[config.mk]
export PLATFORM = sky130hd
export DESIGN_NAME = uart_rx
export DESIGN_NICKNAME = d
export VERILOG_FILES = /design/src/rtl/uart_rx.sv
export SDC_FILE = /design/constraint.sdc
export NUM_CORES = 1
export LEC_CHECK = 0
export ABC_CLOCK_PERIOD_IN_PS = 3300
export CAP_MARGIN = 10
export CORE_AREA = 10 10 123 125
export DETAILED_ROUTE_END_ITERATION = 10
export DIE_AREA = 0 0 133 135
export HOLD_SLACK_MARGIN = 0.06
export PLACE_DENSITY = 0.54
export SLEW_MARGIN = 30
export SYNTH_ARGS = -nofsm -noshare
export SYNTH_HDL_FRONTEND = slang
export SYNTH_SLANG_ARGS = --single-unit
[constraint.sdc]
create_clock -name clock_i -period 3.3 [get_ports clock_i]
set_input_delay 0.66 -clock clock_i [delete_from_list [all_inputs] [get_ports clock_i]]
set_output_delay 0.66 -clock clock_i [all_outputs]
set_load 0.1 [all_outputs]
[src/rtl/uart_rx.sv]
`timescale 1ns/1ps
// ---------------------------------------------------------------------------
// uart_rx -- UART receiver, receive-side companion of UartTx.
//
// Recovers 8-bit frames (start, 8 data LSB-first, optional even/odd parity,
// one or two stop bits) by sampling the synchronized line in the middle of
// each bit. Every completed frame produces a one-cycle data_valid_o strobe
// together with updated data_o, parity_error_o and framing_error_o, which
// then hold until the next strobe.
//
// Ports:
//   clock_i          system clock
//   reset_n_i        asynchronous active-low reset
//   serial_i         asynchronous serial line, idle high
//   two_stop_bits_i  expect two stop bits (latched at start bit)
//   parity_bit_i     expect a parity bit (latched at start bit)
//   parity_even_i    1 = even parity, 0 = odd (latched at start bit)
//   clock_divider_i  clock cycles per bit; 0 behaves as 1
//   data_o           last received byte
//   data_valid_o     one-cycle strobe for data_o and the error flags
//   parity_error_o   parity mismatch in the last frame
//   framing_error_o  a stop bit sampled low in the last frame
//   busy_o           high whenever the receiver is not idle (incl. reset)
//
// Optional build macro: UART_RX_MAJORITY_VOTE_EN
//   When defined, each bit decision is the 2-of-3 majority of the line one
//   cycle before, at and after the nominal sample point (divider >= 3).
// ---------------------------------------------------------------------------
module uart_rx #(
    parameter int CLOCK_DIVIDER_WIDTH = 16
) (
    input  logic                           clock_i,
    input  logic                           reset_n_i,
    input  logic                           serial_i,
    input  logic                           two_stop_bits_i,
    input  logic                           parity_bit_i,
    input  logic                           parity_even_i,
    input  logic [CLOCK_DIVIDER_WIDTH-1:0] clock_divider_i,
    output logic [7:0]                     data_o,
    output logic                           data_valid_o,
    output logic                           parity_error_o,
    output logic                           framing_error_o,
    output logic                           busy_o
);

    localparam int W = CLOCK_DIVIDER_WIDTH;
    localparam logic [W-1:0] TIMER_ONE = {{(W-1){1'b0}}, 1'b1};

    typedef enum logic [2:0] {
        POST_RESET = 3'd0,
        IDLE       = 3'd1,
        START      = 3'd2,
        DATA       = 3'd3,
        PARITY     = 3'd4,
        STOP       = 3'd5,
        WAIT_HIGH  = 3'd6
    } state_t;

    state_t       state_q, state_d;
    logic         rxMeta_q, rxSync_q;
    logic [W-1:0] bitTimer_q, bitTimer_d;
    logic [W-1:0] dm1_q, dm1_d;
    logic [W-1:0] liveDm1, half, samplePoint;
    logic [3:0]   bitCount_q, bitCount_d;
    logic [7:0]   shift_q, shift_d;
    logic [7:0]   data_q, data_d;
    logic         twoStop_q, twoStop_d;
    logic         parEn_q, parEn_d;
    logic         parEven_q, parEven_d;
    logic         parityErr_q, parityErr_d;
    logic         frameErr_q, frameErr_d;
    logic         valid_q, valid_d;
    logic         parityFlag_q, parityFlag_d;
    logic         framingFlag_q, framingFlag_d;
    logic         rxSample;
    logic         frameNow;

    // Two-flop synchronizer; resets to the idle (high) line level.
    always_ff @(posedge clock_i or negedge reset_n_i) begin
        if (!reset_n_i) begin
            rxMeta_q <= 1'b1;
            rxSync_q <= 1'b1;
        end else begin
            rxMeta_q <= serial_i;
            rxSync_q <= rxMeta_q;
        end
    end

    // The divider in use during a frame is captured at the start bit; the
    // live value only matters while waiting for a frame.
    always_comb begin
        liveDm1 = (clock_divider_i == '0) ? '0 : clock_divider_i - TIMER_ONE;
        half    = dm1_q >> 1;
    end

`ifdef UART_RX_MAJORITY_VOTE_EN
    localparam logic [W-1:0] TIMER_TWO = {{(W-2){1'b0}}, 2'b10};
    logic [1:0] rxHist_q;

    // Two previous line values so the vote can span nominal-1 .. nominal+1.
    always_ff @(posedge clock_i or negedge reset_n_i) begin
        if (!reset_n_i) begin
            rxHist_q <= 2'b11;
        end else begin
            rxHist_q <= {rxHist_q[0], rxSync_q};
        end
    end

    // Decision is taken one cycle after the nominal point; delaying the start
    // sample by one cycle shifts every later sample by the same amount.
    always_comb begin
        if (dm1_q >= TIMER_TWO) begin
            samplePoint = half + TIMER_ONE;
            rxSample    = (rxHist_q[1] & rxHist_q[0]) | (rxHist_q[1] & rxSync_q) |
                          (rxHist_q[0] & rxSync_q);
        end else begin
            samplePoint = half;
            rxSample    = rxSync_q;
        end
    end
`else
    always_comb begin
        samplePoint = half;
        rxSample    = rxSync_q;
    end
`endif

    // Next-state and datapath logic. The bit timer free-runs 0..Dm1 once a
    // start bit is confirmed so each data/parity/stop sample lands one full
    // bit-time after the previous one.
    always_comb begin
        state_d       = state_q;
        bitTimer_d    = bitTimer_q;
        bitCount_d    = bitCount_q;
        dm1_d         = dm1_q;
        shift_d       = shift_q;
        data_d        = data_q;
        twoStop_d     = twoStop_q;
        parEn_d       = parEn_q;
        parEven_d     = parEven_q;
        parityErr_d   = parityErr_q;
        frameErr_d    = frameErr_q;
        parityFlag_d  = parityFlag_q;
        framingFlag_d = framingFlag_q;
        valid_d       = 1'b0;
        frameNow      = frameErr_q | ~rxSample;

        case (state_q)
            // Need 12 uninterrupted high bit-times before trusting the line.
            POST_RESET: begin
                if (!rxSync_q) begin
                    bitTimer_d = '0;
                    bitCount_d = '0;
                end else if (bitTimer_q >= liveDm1) begin
                    bitTimer_d = '0;
                    if (bitCount_q == 4'd11) begin
                        bitCount_d = '0;
                        state_d    = IDLE;
                    end else begin
                        bitCount_d = bitCount_q + 4'd1;
                    end
                end else begin
                    bitTimer_d = bitTimer_q + TIMER_ONE;
                end
            end
            IDLE: begin
                if (!rxSync_q) begin
                    twoStop_d   = two_stop_bits_i;
                    parEn_d     = parity_bit_i;
                    parEven_d   = parity_even_i;
                    dm1_d       = liveDm1;
                    bitTimer_d  = '0;
                    bitCount_d  = '0;
                    parityErr_d = 1'b0;
                    frameErr_d  = 1'b0;
                    state_d     = START;
                end
            end
            START: begin
                if (bitTimer_q == samplePoint) begin
                    if (rxSample) begin
                        state_d = IDLE;
                    end else begin
                        bitTimer_d = '0;
                        bitCount_d = '0;
                        state_d    = DATA;
                    end
                end else begin
                    bitTimer_d = bitTimer_q + TIMER_ONE;
                end
            end
            DATA: begin
                if (bitTimer_q == dm1_q) begin
                    bitTimer_d = '0;
                    shift_d    = {rxSample, shift_q[7:1]};
                    if (bitCount_q == 4'd7) begin
                        bitCount_d = '0;
                        state_d    = parEn_q ? PARITY : STOP;
                    end else begin
                        bitCount_d = bitCount_q + 4'd1;
                    end
                end else begin
                    bitTimer_d = bitTimer_q + TIMER_ONE;
                end
            end
            PARITY: begin
                if (bitTimer_q == dm1_q) begin
                    bitTimer_d  = '0;
                    parityErr_d = rxSample ^ (parEven_q ? ^shift_q : ~^shift_q);
                    state_d     = STOP;
                end else begin
                    bitTimer_d = bitTimer_q + TIMER_ONE;
                end
            end
            // A low final stop sample with the line still low means a break;
            // park in WAIT_HIGH so the break is not mistaken for a new start.
            STOP: begin
                if (bitTimer_q == dm1_q) begin
                    bitTimer_d = '0;
                    if (twoStop_q && (bitCount_q == 4'd0)) begin
                        bitCount_d = 4'd1;
                        frameErr_d = frameNow;
                    end else begin
                        bitCount_d    = '0;
                        data_d        = shift_q;
                        parityFlag_d  = parEn_q & parityErr_q;
                        framingFlag_d = frameNow;
                        valid_d       = 1'b1;
                        state_d       = (frameNow && !rxSync_q) ? WAIT_HIGH : IDLE;
                    end
                end else begin
                    bitTimer_d = bitTimer_q + TIMER_ONE;
                end
            end
            WAIT_HIGH: begin
                if (rxSync_q) begin
                    state_d = IDLE;
                end
            end
            default: begin
                state_d = IDLE;
            end
        endcase
    end

    // State and datapath registers.
    always_ff @(posedge clock_i or negedge reset_n_i) begin
        if (!reset_n_i) begin
            state_q       <= POST_RESET;
            bitTimer_q    <= '0;
            bitCount_q    <= '0;
            dm1_q         <= '0;
            shift_q       <= 8'h00;
            data_q        <= 8'h00;
            twoStop_q     <= 1'b0;
            parEn_q       <= 1'b0;
            parEven_q     <= 1'b0;
            parityErr_q   <= 1'b0;
            frameErr_q    <= 1'b0;
            valid_q       <= 1'b0;
            parityFlag_q  <= 1'b0;
            framingFlag_q <= 1'b0;
        end else begin
            state_q       <= state_d;
            bitTimer_q    <= bitTimer_d;
            bitCount_q    <= bitCount_d;
            dm1_q         <= dm1_d;
            shift_q       <= shift_d;
            data_q        <= data_d;
            twoStop_q     <= twoStop_d;
            parEn_q       <= parEn_d;
            parEven_q     <= parEven_d;
            parityErr_q   <= parityErr_d;
            frameErr_q    <= frameErr_d;
            valid_q       <= valid_d;
            parityFlag_q  <= parityFlag_d;
            framingFlag_q <= framingFlag_d;
        end
    end

    assign data_o          = data_q;
    assign data_valid_o    = valid_q;
    assign parity_error_o  = parityFlag_q;
    assign framing_error_o = framingFlag_q;
    assign busy_o          = (state_q != IDLE);

endmodule

==> results of run 1 <==
power breakdown:
part | total, mW | internal [mW] | switching [mW]
Clock | 1.00 | 0.630 | 0.375
Combinational | 1.13 | 0.558 | 0.567
Sequential | 1.16 | 0.955 | 0.203
synth_stat cells (10+ instances only):
cell type	number	area share, %
nand2_1	59	5.1
mux2i_1	17	3.9
nor2_1	23	2.0
ha_1	23	6.6
nor4_1	10	1.4
xnor2_1	14	2.8
nand2b_1	16	2.3
nand3_1	13	1.5
xor2_1	36	7.3
inv_1	27	2.3
dfrtp_1	63	36
a21oi_1	20	2.3
o21ai_0	20	2.3
a31oi_1	13	1.9
mux2_2	12	3.1
clkbuf_1	12	1.0
flip-flops by register name, summed over array words and instances (netlist names):
register,count
bitTimer_q,16
dm1_q,16
data_o,8
shift_q,8
bitCount_q,4
state_q,3
data_valid_o,1
frameErr_q,1
framing_error_o,1
parEn_q,1
parEven_q,1
parityErr_q,1
parity_error_o,1
rxMeta_q,1
rxSample,1
twoStop_q,1
stage by stage:
stage | hold slack, ns | worst slack [ns] | setup TNS, ns | std cells | power (mW)
after global routing | 0.3641 | -0.5619 | -10.30 | 735 | 3.503
final | 0.3297 | -0.4598 | -7.993 | 735 | 3.288
after floorplan | 0.3452 | -0.7118 | -12.58 | 469 | 1.840
after CTS | 0.3561 | -0.4363 | -7.014 | 731 | 3.297
after global placement | 0.3459 | -1.062 | -21.18 | 707 | 2.113
after detailed placement | 0.3475 | -1.174 | -22.53 | 707 | 2.143
routing by layer:
metal	part of all wire, %	up-vias
li1	-	1829
met1	45	1798
met2	51	67
met3	3.1	12
met4	1.3	0
met5	0	-
cells by family after synthesis:
| logic type | Yosys count |
|---|---|
| simple gates | 165 |
| compound gates | 87 |
| flops | 65 |
| xor+xnor | 50 |
| buf+inv | 48 |
| mux | 31 |
| fa+ha+maj | 23 |
what timing repair did:
item	in CTS	in global routing
setup endpoints to repair	21	21
buffers inserted	5	5
resized for setup	60	19
hold buffers	0	0
cloned	3	0
pin swaps	25	18
cell type report:
cell class	instances	area (µm²)	area share, %
Tap cell	172	215.2	3.650
Multi-Input combinational cell	356	2774	47.05
Clock buffer	11	252.7	4.287
Sequential cell	65	1629	27.63
Inverter	28	105.1	1.783
Timing Repair Buffer	98	857.1	14.54
Clock inverter	5	62.56	1.061
worst register-to-register path: stages, from the launching register on:
cell,delay [ns]
dfrtp_1,0.51
xor2_1,0.23
nor4_1,0.48
nand4_2,0.24
o311ai_4,0.35
nand4b_4,0.20
nor2_4,0.40
buf_12,0.23
mux2i_1,0.24
how the worst max path moves through the flow:
stage / from / to / cells past startpoint
global route: clock_divider_i[8] / bitTimer_q[13] / 18
finish: clock_divider_i[8] / bitTimer_q[10] / 17
CTS: clock_divider_i[8] / bitTimer_q[12] / 16
global placement: clock_divider_i[10] / bitTimer_q[13] / 16
detailed placement: clock_divider_i[10] / bitTimer_q[13] / 16
floorplan: clock_divider_i[10] / bitTimer_q[11] / 16
==> impl_results.md, run 1 <==
- Status: finished, violations left
- Violated checks: negative setup slack
- Register area share after synthesis: 37.54%
- Met2 Use GR: between 20% and 30%
- Count of unique library cells instantiated by Yosys: 60
- Worst-Skew Late Latency: 0.33 ns
- RR Endpoint: dm1_q[8]
- RSZ-0062 raised after global routing: true
- Busiest grt layer: met2
- Synth warn: 0
- CTS tree: yes
- Commonest non-fill, non-tap cell in the layout: buf_4
- Worst Skew: 0.006379 ns
- Drt drc: 0
- CTS Root Cell: clkbuf_16
- # fillers: 1221
- I/O pin count: 34
- Fin. Hold Viols: 0
- Mapped Area: 4339 µm²
- Routed WL: about 11000 µm
- EDFF count, synth: 0
- Number of cells on the worst reg-to-reg path: 8
- Worst path arrival time: around 4 ns
- Clk buf depth: 2
- 1st-pass router iterations: 4
- Initial antenna violation count: 0
- # setup viols final: 21
- Gpl congestion: around 0.83
- Num CTS Buffers: 9
- Final layout net count: roughly 600
- Max IR drop VDD: roughly 0.27 mV
- Most frequent cells in the layout: buf_4, dfrtp_1, nand2_1
- Post-DP HPWL: 8053 µm
- CP max FO: 6
- First-pass GRT wire length: 18730 µm
- FF+latch count, synth: between 60 and 70
- Syn Inst Count: 469
- Req. time, crit path: 3.55 ns
- Antenna Cells: 0
- H-tree lvl count: 3
- Pins Over Slew Limit: 0
- Worst flop-to-flop path startpoint: bitTimer_q[7]
- Drt wl/cell: 15.17 µm
- TritonCTS Sinks: 65
- CP startpoint kind: input pin
- Core area: between 10000 and 15000 µm²
- Layout area overhead: 35.87%
- Relative slew slack: 55.50%
- Min-Delay Path Class: in2async
- Tightest Pin Transition: around 0.67 ns
- Fin util: 46.91%
- Final worst slack: -0.4598 ns
- Via count: 3706
- Die area: between 15000 and 20000 µm²
- Leakage: approximately 2.8 nW
- Asr flop ratio synth: 100.0%
- DR vias/cell: 5.042
- Die Span Y: 135 µm
- Synth Area in XOR/XNOR: 10.09%
- Clock transition at the registers of the reported paths: 0.06 ns
- CP dominant cell by count: buf_6
- Crit path max-delay family: simple AND/OR/NAND/NOR gates
- GRT met3 Usage: between 2 and 2.5%
- PwrDens: between 500 and 600 nW/µm²
- Synth Area in Adders: 6.632%
- Min Tclk post-route: 3.760 ns
- Maximum clock rate: between 200 and 300 MHz
- Syn Area/Cell: 9.252 µm²
- Syn Nets: around 510
- Port Buffer Count: 33
- Placed Area: roughly 5200 µm²
- Simple-Gate Fraction of Synth Area: 19.64%
- Crit share post-route: 113.9%
- Buf/Inv on CP: 5
- Ordered list of cells on the worst path: buf_6 -> or3_4 -> or4_4 -> nor2_4 -> and4_4 -> buf_6 -> or2_4 -> ha_4 -> a2111o_1 -> a311oi_2 -> o21ai_2 -> a21oi_2 -> buf_6 -> buf_16 -> buf_4 -> nand2b_1 -> a31oi_1
- Final Cell Area: 5896 µm²
- Number of cell rows: 41
- Post-synthesis mux area share: between 7 and 8%
- Iteration-0 DRC count of the detailed router: 211
- Largest net degree at the start of global routing: 66
- Vias in the first global route: 3795
- Die Wd: 133 µm
- Met1 Usage GRT: between 10% and 20%
- Setup slack, reg-to-reg: 0.33 ns
- Slowest-stage cell, CP: a2111o_1
- Crit Path Category: in2reg
- DRT antenna net count: 0
- Initial core utilization: 34.52%
- Synth Area in Compound Gates: 13.47%
- Maximum Capacitance Violations: 0
- Largest family of logic cells by synthesized area: simple AND/OR/NAND/NOR gates
- Worst stage delay on the critical path: 0.45 ns
- Tot GR Track Use: 12.74%
- Share of layout cells above drive strength 1: a little under a third
- GRT overflow: 0
- Main synth FF type: dfrtp_1
- Setup crit end kind: flip-flop
Note: power is estimated with default switching activity, not from simulation.
==> run 2, diff against run 1 <==
Settings changed: GPL_TIMING_DRIVEN set to 1.
==> results of run 2 <==
Final layout, timing and power as in run 1 (identical DEF).
==> run 3, diff against run 2 <==
==> constraint.sdc (replaced) <==
create_clock -name clock_i -period 3.3 [get_ports clock_i]
set_input_delay 0.33 -clock clock_i [delete_from_list [all_inputs] [get_ports clock_i]]
set_output_delay 0.33 -clock clock_i [all_outputs]
set_load 0.1 [all_outputs]
==> impl_results.md, run 3 (synthesis results as in run 1) <==
- Crit Path Category: in2reg (unchanged)
- CTS tree: yes (unchanged)
- Max IR drop VDD: 0.2343 mV (was 0.2652 mV)
- CP max FO: 7 (was 6)
- # setup viols final: 12 (was 21)
- Min-Delay Path Class: reg2reg (was in2async)
- Net Switching: 1.185 mW (was 1.146 mW)
- Setup crit end kind: flip-flop (unchanged)
- Comb pwr share: 35.5% (was 34.2%)
- GRT met3 Usage: 2.263% (was 2.411%)
- Number of cell rows: 41 (unchanged)
- Worst Hold Launch: rxMeta_q
- H-tree lvl count: 3 (unchanged)
- Die area: 17960 µm² (unchanged)
- Placed Area: 5255 µm² (was 5210 µm²)
- Commonest non-fill, non-tap cell in the layout: dfrtp_1 (was buf_4)
- Top flop regs: bitTimer_q: 16 flops, dm1_q: 16 flops (unchanged)
- Fin. Hold Viols: 0 (unchanged)
- Slowest-stage cell, CP: or4_4 (was a2111o_1)
- Vias in the first global route: 3948 (was 3795)
- WHS: 0.3554 ns (was 0.3297 ns)
- Ordered list of cells on the worst path: buf_6 -> or3_4 -> or4_4 -> nor2_4 -> and4_4 -> nor2_4 -> ha_4 -> nand2b_4 -> a2111o_1 -> a311oi_2 -> o21ai_2 -> a21oi_2 -> buf_4 -> buf_12 -> buf_16 -> a21oi_1 -> a31oi_1 (was buf_6 -> or3_4 -> or4_4 -> nor2_4 -> and4_4 -> buf_6 -> or2_4 -> ha_4 -> a2111o_1 -> a311oi_2 -> o21ai_2 -> a21oi_2 -> buf_6 -> buf_16 -> buf_4 -> nand2b_1 -> a31oi_1)
- Number of cells on the worst reg-to-reg path: 8 (unchanged)
- Initial antenna violation count: 0 (unchanged)
- Worst flop-to-flop path startpoint: bitTimer_q[8] (was bitTimer_q[7])
- Pins Over Slew Limit: 0 (unchanged)
- Post-place setup slack: -0.8209 ns (was -1.174 ns)
- Clk buf depth: 2 (unchanged)
- Tightest Pin Transition: 0.9720 ns (was 0.6675 ns)
- PwrDens: 554.2 nW/µm² (was 557.8 nW/µm²)
- Met2 Use GR: 21.91% (was 21.94%)
- Fin Setup TNS: -0.8736 ns (was -7.993 ns)
- Leakage: 2.863 nW (was 2.758 nW)
- Layout area overhead: 43.05% (was 35.87%)
- Share of layout cells above drive strength 1: 32.34% (was 30.73%)
- Power Internal: 2.256 mW (was 2.143 mW)
- Post-DP HPWL: 8291 µm (was 8053 µm)
- Req. time, crit path: 3.55 ns (about the same)
- Clock transition at the registers of the reported paths: 0.06 ns (about the same)
- CP dominant cell by count: nor2_4 (was buf_6)
- Buf/Inv on CP: 4 (was 5)
- Violated checks: negative setup slack (unchanged)
- Crit path max-delay family: simple AND/OR/NAND/NOR gates (unchanged)
- Hold EP: rxSample
- Crit share post-route: 103.3% (was 113.9%)
- Hold Path Depth: 0
- Routed WL: 11650 µm (was 11150 µm)
- Status: finished, violations left (unchanged)
- Met1 Usage GRT: 16.50% (was 15.53%)
- Power share of the clock group: 30.7% (was 30.6%)
- Initial core utilization: 34.52% (unchanged)
- DRT antenna net count: 0 (unchanged)
- Busiest grt layer: met2 (unchanged)
- GRT overflow: 0 (unchanged)
- Worst path arrival time: 3.66 ns (was 4.01 ns)
- Drt drc: 0 (unchanged)
- Switching part of the total: 34.43% (was 34.84%)
- Die Wd: 133 µm (unchanged)
- Final layout net count: 612 (was 603)
- CP startpoint kind: input pin (unchanged)
- Tot Pwr: 3.440 mW (was 3.288 mW)
- Worst Skew: 0.007990 ns (was 0.006379 ns)
- Maximum Capacitance Violations: 0 (unchanged)
- Gpl congestion: 0.8380 (was 0.8347)
- Num CTS Buffers: 9 (unchanged)
- First-pass GRT wire length: 19400 µm (was 18730 µm)
- Maximum clock rate: 293.3 MHz (was 266.0 MHz)
- I/O pin count: 34 (unchanged)
- RSZ-0062 raised after global routing: true (unchanged)
- Most frequent cells in the layout: dfrtp_1, buf_4, nand2_1 (was buf_4, dfrtp_1, nand2_1)
- Port Buffer Count: 33 (unchanged)
- Final worst slack: -0.1090 ns (was -0.4598 ns)
- Antenna Cells: 0 (unchanged)
- RR Endpoint: data_o[0] (was dm1_q[8])
- Worst stage delay on the critical path: 0.45 ns (about the same)
- DR vias/cell: 5.058 (was 5.042)
- 1st-pass router iterations: 4 (unchanged)
- Via count: 3763 (was 3706)
- Die Span Y: 135 µm (unchanged)
- Largest net degree at the start of global routing: 29 (was 66)
- Core area: 12570 µm² (unchanged)
- Flop pwr share: 33.8% (was 35.2%)
- Drt wl/cell: 15.66 µm (was 15.17 µm)
- Setup slack, reg-to-reg: 0.45 ns (was 0.33 ns)
- Worst-Skew Late Latency: 0.33 ns (about the same)
- Tot GR Track Use: 13.06% (was 12.74%)
- Min Tclk post-route: 3.409 ns (was 3.760 ns)
- Relative slew slack: 35.00% (was 55.50%)
- TritonCTS Sinks: 65 (unchanged)
- Final Cell Area: 6207 µm² (was 5896 µm²)
- Iteration-0 DRC count of the detailed router: 226 (was 211)
- CTS Root Cell: clkbuf_16 (unchanged)
-- run 3: final cells by class --
cell class,count,area [µm²]
Tap cell,172,215.2
Multi-Input combinational cell,356,2920
Clock inverter,7,102.6
Timing Repair Buffer,107,1010
Sequential cell,65,1629
Inverter,28,105.1
Clock buffer,9,225.2
Fill cell,1177,6361
-- run 3: per-stage QoR --
stage	instances	utilization, %
global placement	711	41.78
global route	744	49.39
finish	744	49.39
CTS	742	47.56
detailed placement	711	41.81
floorplan	469	-
-- run 3: what timing repair did --
item | 4_1_cts | 5_1_grt
gates cloned | 4 | 0
setup buffers | 12 | 4
hold endpoints to repair | 26 | 0
gates resized for setup | 64 | 48
pin swaps | 33 | 29
endpoints found under the setup margin | 21 | 21
hold buffers | 1 | 0
-- run 3: routing by layer --
metal / vias up / wire length, µm
met3: 8 / 418
met5: - / 0
met2: 75 / 5735
li1: 1841 / -
met4: 0 / 142
met1: 1839 / 5358
-- run 3: worst max-delay path by stage --
stage	startpoint	end	slack, ns	cells past startpoint
6_report	clock_divider_i[9]	bitTimer_q[11]	-0.11	17
4_1_cts	clock_divider_i[8]	bitTimer_q[15]	-0.18	17
2_1_floorplan	clock_divider_i[10]	bitTimer_q[11]	-0.38	16
3_3_place_gp	clock_divider_i[10]	bitTimer_q[12]	-0.74	15
3_5_place_dp	clock_divider_i[10]	bitTimer_q[13]	-0.82	16
5_1_grt	clock_divider_i[9]	bitTimer_q[4]	-0.23	17
-- run 3: power groups by stage --
stage | clock network [mW] | logic (mW) | registers, mW
after floorplan | 0 | 0.740 | 1.10
after global placement | 0 | 0.951 | 1.17
after detailed placement | 0 | 0.980 | 1.17
after CTS | 1.08 | 1.18 | 1.16
after global routing | 1.13 | 1.34 | 1.19
final | 1.06 | 1.22 | 1.16
==> edit 1, RTL diff (config.mk and constraints of run 1) <==
Encoding of `state_t`: now one-hot (7 bits for 7 states).
--- a/src/rtl/uart_rx.sv
+++ b/src/rtl/uart_rx.sv
@@ -48,10 +48,10 @@
 
-    typedef enum logic [2:0] {
-        POST_RESET = 3'd0,
-        IDLE       = 3'd1,
-        START      = 3'd2,
-        DATA       = 3'd3,
-        PARITY     = 3'd4,
-        STOP       = 3'd5,
-        WAIT_HIGH  = 3'd6
+    typedef enum logic [6:0] {
+        POST_RESET = 7'b0000001,
+        IDLE       = 7'b0000010,
+        START      = 7'b0000100,
+        DATA       = 7'b0001000,
+        PARITY     = 7'b0010000,
+        STOP       = 7'b0100000,
+        WAIT_HIGH  = 7'b1000000
     } state_t;
Formal check against the unedited RTL: same outputs for any inputs over 10 cycles, from zero or initial values and one cycle with reset_n_i low; not proved beyond that.
==> edit 1 against run 1 <==
  * The flow still finishes with violations (setup timing)
  * Power increased by 28%
  * Routed wire length increased by 7.8%
  * Critical path depth decreased by 3
  * First-iteration DRC count increased by 15%
  * Final area increased by 2.0%
  * Sequential cell count increased by 4
  * Setup slack got worse by 270 ps
  * Synthesized area increased by 3.1%
  * Critical endpoint is now bitCount_q[1]
  * Largest power group is now combinational cells
==> edit 1: results (changes against run 1) <==
Yosys
  • Synth cell types: 55 (was 60)
  • Mean area per synthesized cell: 9.04 um^2 (was 9.25 um^2)
  • Ranking of synthesized cells by instance count: 66 x sky130_fd_sc_hd__dfrtp_1, 57 x sky130_fd_sc_hd__nand2_1, 41 x sky130_fd_sc_hd__xor2_1 (was 63 x sky130_fd_sc_hd__dfrtp_1, 59 x sky130_fd_sc_hd__nand2_1, 36 x sky130_fd_sc_hd__xor2_1)
  • Synthesized Nets: 538 (was 514)
  • Post-synthesis mux area share: 6.01% (was 7.73%)
  • Most area-consuming cells after synthesis: sky130_fd_sc_hd__dfrtp_1 37%, sky130_fd_sc_hd__xor2_1 8.0%, sky130_fd_sc_hd__ha_1 5.9% (was sky130_fd_sc_hd__dfrtp_1 36%, sky130_fd_sc_hd__xor2_1 7.3%, sky130_fd_sc_hd__ha_1 6.6%)

Finish
  • Number of standard cells in the layout, taps in and fillers out: 761 (was 735)
  • Count of fill cells added during filler insertion: 1195 (was 1221)
  • Share of layout cells above drive strength 1: 26.0% (was 30.7%)
  • Final layout net count: 627 (was 603)

Clocking
  • Cells resized by post-CTS repair: 34 (was 60)
  • Setup Fix Bufs, Post-CTS: 8 (was 5)

STA
  • Final count of negative-setup-slack endpoints: 26 (was 21)
  • Final setup margin: -726 ps (was -460 ps)
  • Transition at the pin with the smallest max-transition slack: 1050 ps (was 667 ps)

Setup path
  • Max incr delay on CP: 550 ps (was 450 ps)
  • Crit-path most repeated cell: sky130_fd_sc_hd__nand2_1 (was sky130_fd_sc_hd__buf_6)
  • Arrival time reported for the critical path endpoint: 4250 ps (was 4010 ps)
  • Critical path fanouts, max: 3 (was 6)
  • Master of the slowest instance on the critical path: sky130_fd_sc_hd__or4_4 (was sky130_fd_sc_hd__a2111o_1)
  • Crit Reg-Reg Endpoint: bitTimer_q[14] (was dm1_q[8])
  • First element of the critical path: clock_divider_i[5] (was clock_divider_i[8])

Power
  • Portion of total power attributed to sequential cells: 33.6% (was 35.2%)
  • Power spent charging and discharging nets: 1.84 mW (was 1.15 mW)
  • Overall power after layout: 4.21 mW (was 3.29 mW)
  • Static power due to leakage: 2.84 nW (was 2.76 nW)

Placed design
  • Area of placed instances: 5390 um^2 (was 5210 um^2)
  • Final HPWL from detailed placement: 8.72 mm (was 8.05 mm)

Routing
  • DRC marker count from the first detailed-route iteration: 243 (was 211)
  • Met3 Routed Length: 344 um (was 343 um)
  • Wire length on met1: 5.67 mm (was 5.02 mm)

GRT
  • GRT met1 Usage: 17.4% (was 15.5%)
  • Number of global-route vias before repair: 3996 (was 3795)
  • Largest net degree at the start of global routing: 41 (was 66)
  • Wire length of the first global-routing pass: 20.2 mm (was 18.7 mm)

Status
  • Outcome: finished with violations (unchanged)
  • Violated checks: setup timing (unchanged)
## edit 1: worst max-delay path by stage
stage / end / slack, ps / cells after the start
final: bitCount_q[1] / -730 / 14
after global routing: bitCount_q[2] / -850 / 15
after CTS: bitCount_q[3] / -720 / 15
after detailed placement: bitCount_q[3] / -1370 / 15
after global placement: bitCount_q[1] / -1330 / 14
after floorplan: bitCount_q[1] / -820 / 13
## edit 1: area by class of cell
type,count,area [um^2],area share [%]
timing repair buffer,103,867,14.4
tap,172,215,3.58
sequential,69,1730,28.8
clock buffer,9,225,3.75
inverter,25,93.8,1.56
multi-input combinational,376,2820,46.8
clock inverter,7,65.1,1.08
## edit 1: worst register-to-register path, delay by kind of cell (launching register included)
kind	cells	cell delay [ps]
AO/OA/AOI/OAI	2	1080
flip-flops	1	430
AND/OR/NAND/NOR	4	1430
==> edit 2, RTL diff (settings of run 1) <==
Without the edit above. The parameter `CLOCK_DIVIDER_WIDTH` goes from 16 to 18.
--- a/src/rtl/uart_rx.sv
+++ b/src/rtl/uart_rx.sv
@@ -29,3 +29,3 @@
 module uart_rx #(
-    parameter int CLOCK_DIVIDER_WIDTH = 16
+    parameter int CLOCK_DIVIDER_WIDTH = 18
 ) (
Interface: changed (resized clock_divider_i); port bits go from 34 to 36. The function was not compared with the original's and may differ.
==> edit 2 against run 1 <==
  * The run still ends with setup timing left
  * Power up 21%
  * Routed wire length up 12%
  * Clock power up 7%
  * Final area up 6.9%
  * Global-route usage up 1.4 points
  * Via count up 8.1%
  * Synthesized area up 14%
  * Fmax up 7.6%
  * Setup slack better by 270 ps
  * Sequential cell count up 4
  * Largest cell class unchanged
==> edit 2: results (changes against run 1) <==
Status
  • Outcome: finished with violations (unchanged)
  • Violated checks: setup timing (unchanged)

Yosys
  • Ranking of synthesized cells by instance count: 81 x sky130_fd_sc_hd__nand2_1, 67 x sky130_fd_sc_hd__dfrtp_1, 42 x sky130_fd_sc_hd__xor2_1 (was 63 x sky130_fd_sc_hd__dfrtp_1, 59 x sky130_fd_sc_hd__nand2_1, 36 x sky130_fd_sc_hd__xor2_1)
  • Sequential fraction of the synthesis area: 35.0% (was 37.5%)
  • Synth cell types: 71 (was 60)
  • Most area-consuming cells after synthesis: sky130_fd_sc_hd__dfrtp_1 34%, sky130_fd_sc_hd__xor2_1 7.4%, sky130_fd_sc_hd__ha_1 6.3% (was sky130_fd_sc_hd__dfrtp_1 36%, sky130_fd_sc_hd__xor2_1 7.3%, sky130_fd_sc_hd__ha_1 6.6%)

Finish
  • Count of fill cells added during filler insertion: 1181 (was 1221)
  • Share of layout cells above drive strength 1: 30.9% (was 30.7%)
  • Final layout net count: 639 (was 603)
  • Registers with the most flip-flops: bitTimer_q x18, dm1_q x18 (was bitTimer_q x16, dm1_q x16)

GRT
  • All-layer global routing usage: 14.1% (was 12.7%)
  • Largest net degree at the start of global routing: 36 (was 66)
  • Wire length of the first global-routing pass: 21.0 mm (was 18.7 mm)

Setup path
  • Destination of the critical timing path: bitTimer_q[13] (was bitTimer_q[10])
  • First element of the critical path: clock_divider_i[11] (was clock_divider_i[8])
  • Delay-heaviest family, CP: compound AO/OA/AOI/OAI gates (was simple AND/OR/NAND/NOR gates)
  • Crit Reg-Reg Endpoint: bitTimer_q[11] (was dm1_q[8])
  • Critical path fanouts, max: 7 (was 6)
  • FF-to-FF path depth: 11 (was 8)
  • Launch instance of the worst register-to-register path: bitTimer_q[0] (was bitTimer_q[7])
  • Arrival time reported for the critical path endpoint: 3730 ps (was 4010 ps)

STA
  • Normalized max-slew margin: 45.2% (was 55.5%)
  • Final setup margin: -193 ps (was -460 ps)
  • Maximum clock skew at final layout: 7.80 ps (was 6.38 ps)
  • Final count of negative-setup-slack endpoints: 22 (was 21)
  • Period utilisation layout: 106% (was 114%)

Placed design
  • IO buf count: 35 (was 33)
  • Final HPWL from detailed placement: 9.02 mm (was 8.05 mm)
  • Routability congestion estimate: 0.840 (was 0.835)
  • Area of placed instances: 5580 um^2 (was 5210 um^2)

Routing
  • Total number of vias: 4008 (was 3706)
  • DRC marker count from the first detailed-route iteration: 202 (was 211)

Power
  • Static power due to leakage: 2.85 nW (was 2.76 nW)

Worst hold path
  • Hold Path Class: reg -> reg (was in -> async)
## edit 2: cell count changes after synthesis, sizes merged, moves of 9 or more
| cell | delta |
|---|---|
| nand2 | +22 |
| nand2b | -10 |
| o211ai | +11 |
| mux2i | -13 |
| a21oi | -9 |
| inv | -13 |
| buf | +15 |
| a31oi | -11 |
## edit 2: cell families (layout without fill, tap and decap cells)
kind of cell	count (synthesis)	count (layout)	share of synthesized area, %
fa+ha+maj	25	25	6.33
mux	24	24	5.37
flops	69	69	35.0
xor+xnor	56	56	9.92
compound gates	100	101	14.8
simple gates	200	200	21.9
buf+inv	47	120	6.68
## edit 2: cell type report
| cell class | instances | area share (%) |
|---|---|---|
| Sequential cell | 69 | 27.4 |
| Clock buffer | 9 | 3.57 |
| Inverter | 15 | 0.893 |
| Timing Repair Buffer | 89 | 11.8 |
| Clock inverter | 7 | 1.63 |
| Tap cell | 172 | 3.41 |
| Multi-Input combinational cell | 406 | 51.3 |
## edit 2: metal layers
layer	track usage [%]	vias up	part of all wire [%]
met2	24.2	59	49
met3	2.71	11	3.3
met1	17.7	1935	47
met4	3.61	0	1.1
li1	-	2003	-
met5	0	-	0
## edit 2: worst register-to-register path: cells and delay by family, from the launching register on
family                     cells  cell delay (ps)
DFF                            1              560
adders and majority gates      1              280
buffers and inverters          3              370
AOI/OAI and AO/OA              4              700
and+or+nand+nor                3              690
## edit 2: stage by stage
step	setup TNS [ps]	worst slack (ps)	util, %	cells	hold slack [ps]
detailed placement	-21180	-1040	44.4	734	347
floorplan	-1200	-106	-	521	345
global route	-6480	-343	50.2	767	363
CTS	-4390	-274	49.2	763	357
global placement	-19910	-973	44.4	734	346
finish	-2740	-193	50.2	767	356
## edit 2: where the power goes
part / leakage, nW / total [mW] / internal [mW] / switching, mW
Sequential: 0.913 / 1.30 / 1.02 / 0.279
Clock: 0.157 / 1.07 / 0.673 / 0.401
Combinational: 1.78 / 1.59 / 0.665 / 0.925
Total: 2.85 / 3.96 / 2.36 / 1.60
## edit 2: how the worst min path moves through the flow
stage | startpoint | endpoint | slack [ps] | cells past startpoint
global route | rxMeta_q | rxSample | 360 | 0
floorplan | rxMeta_q | rxSample | 350 | 0
CTS | rxMeta_q | rxSample | 360 | 0
detailed placement | rxMeta_q | rxSample | 350 | 0
global placement | rxMeta_q | rxSample | 350 | 0
finish | rxMeta_q | rxSample | 360 | 0
## edit 2: what timing repair did
item                                    in CTS  in global routing
endpoints found under the setup margin      23                 23
buffers inserted                            12                  6
hold buffers                                 0                  0
resized for setup                           85                 27
cloned                                       1                  0
hold endpoints to repair                     0                  0
pin swaps                                   41                 37
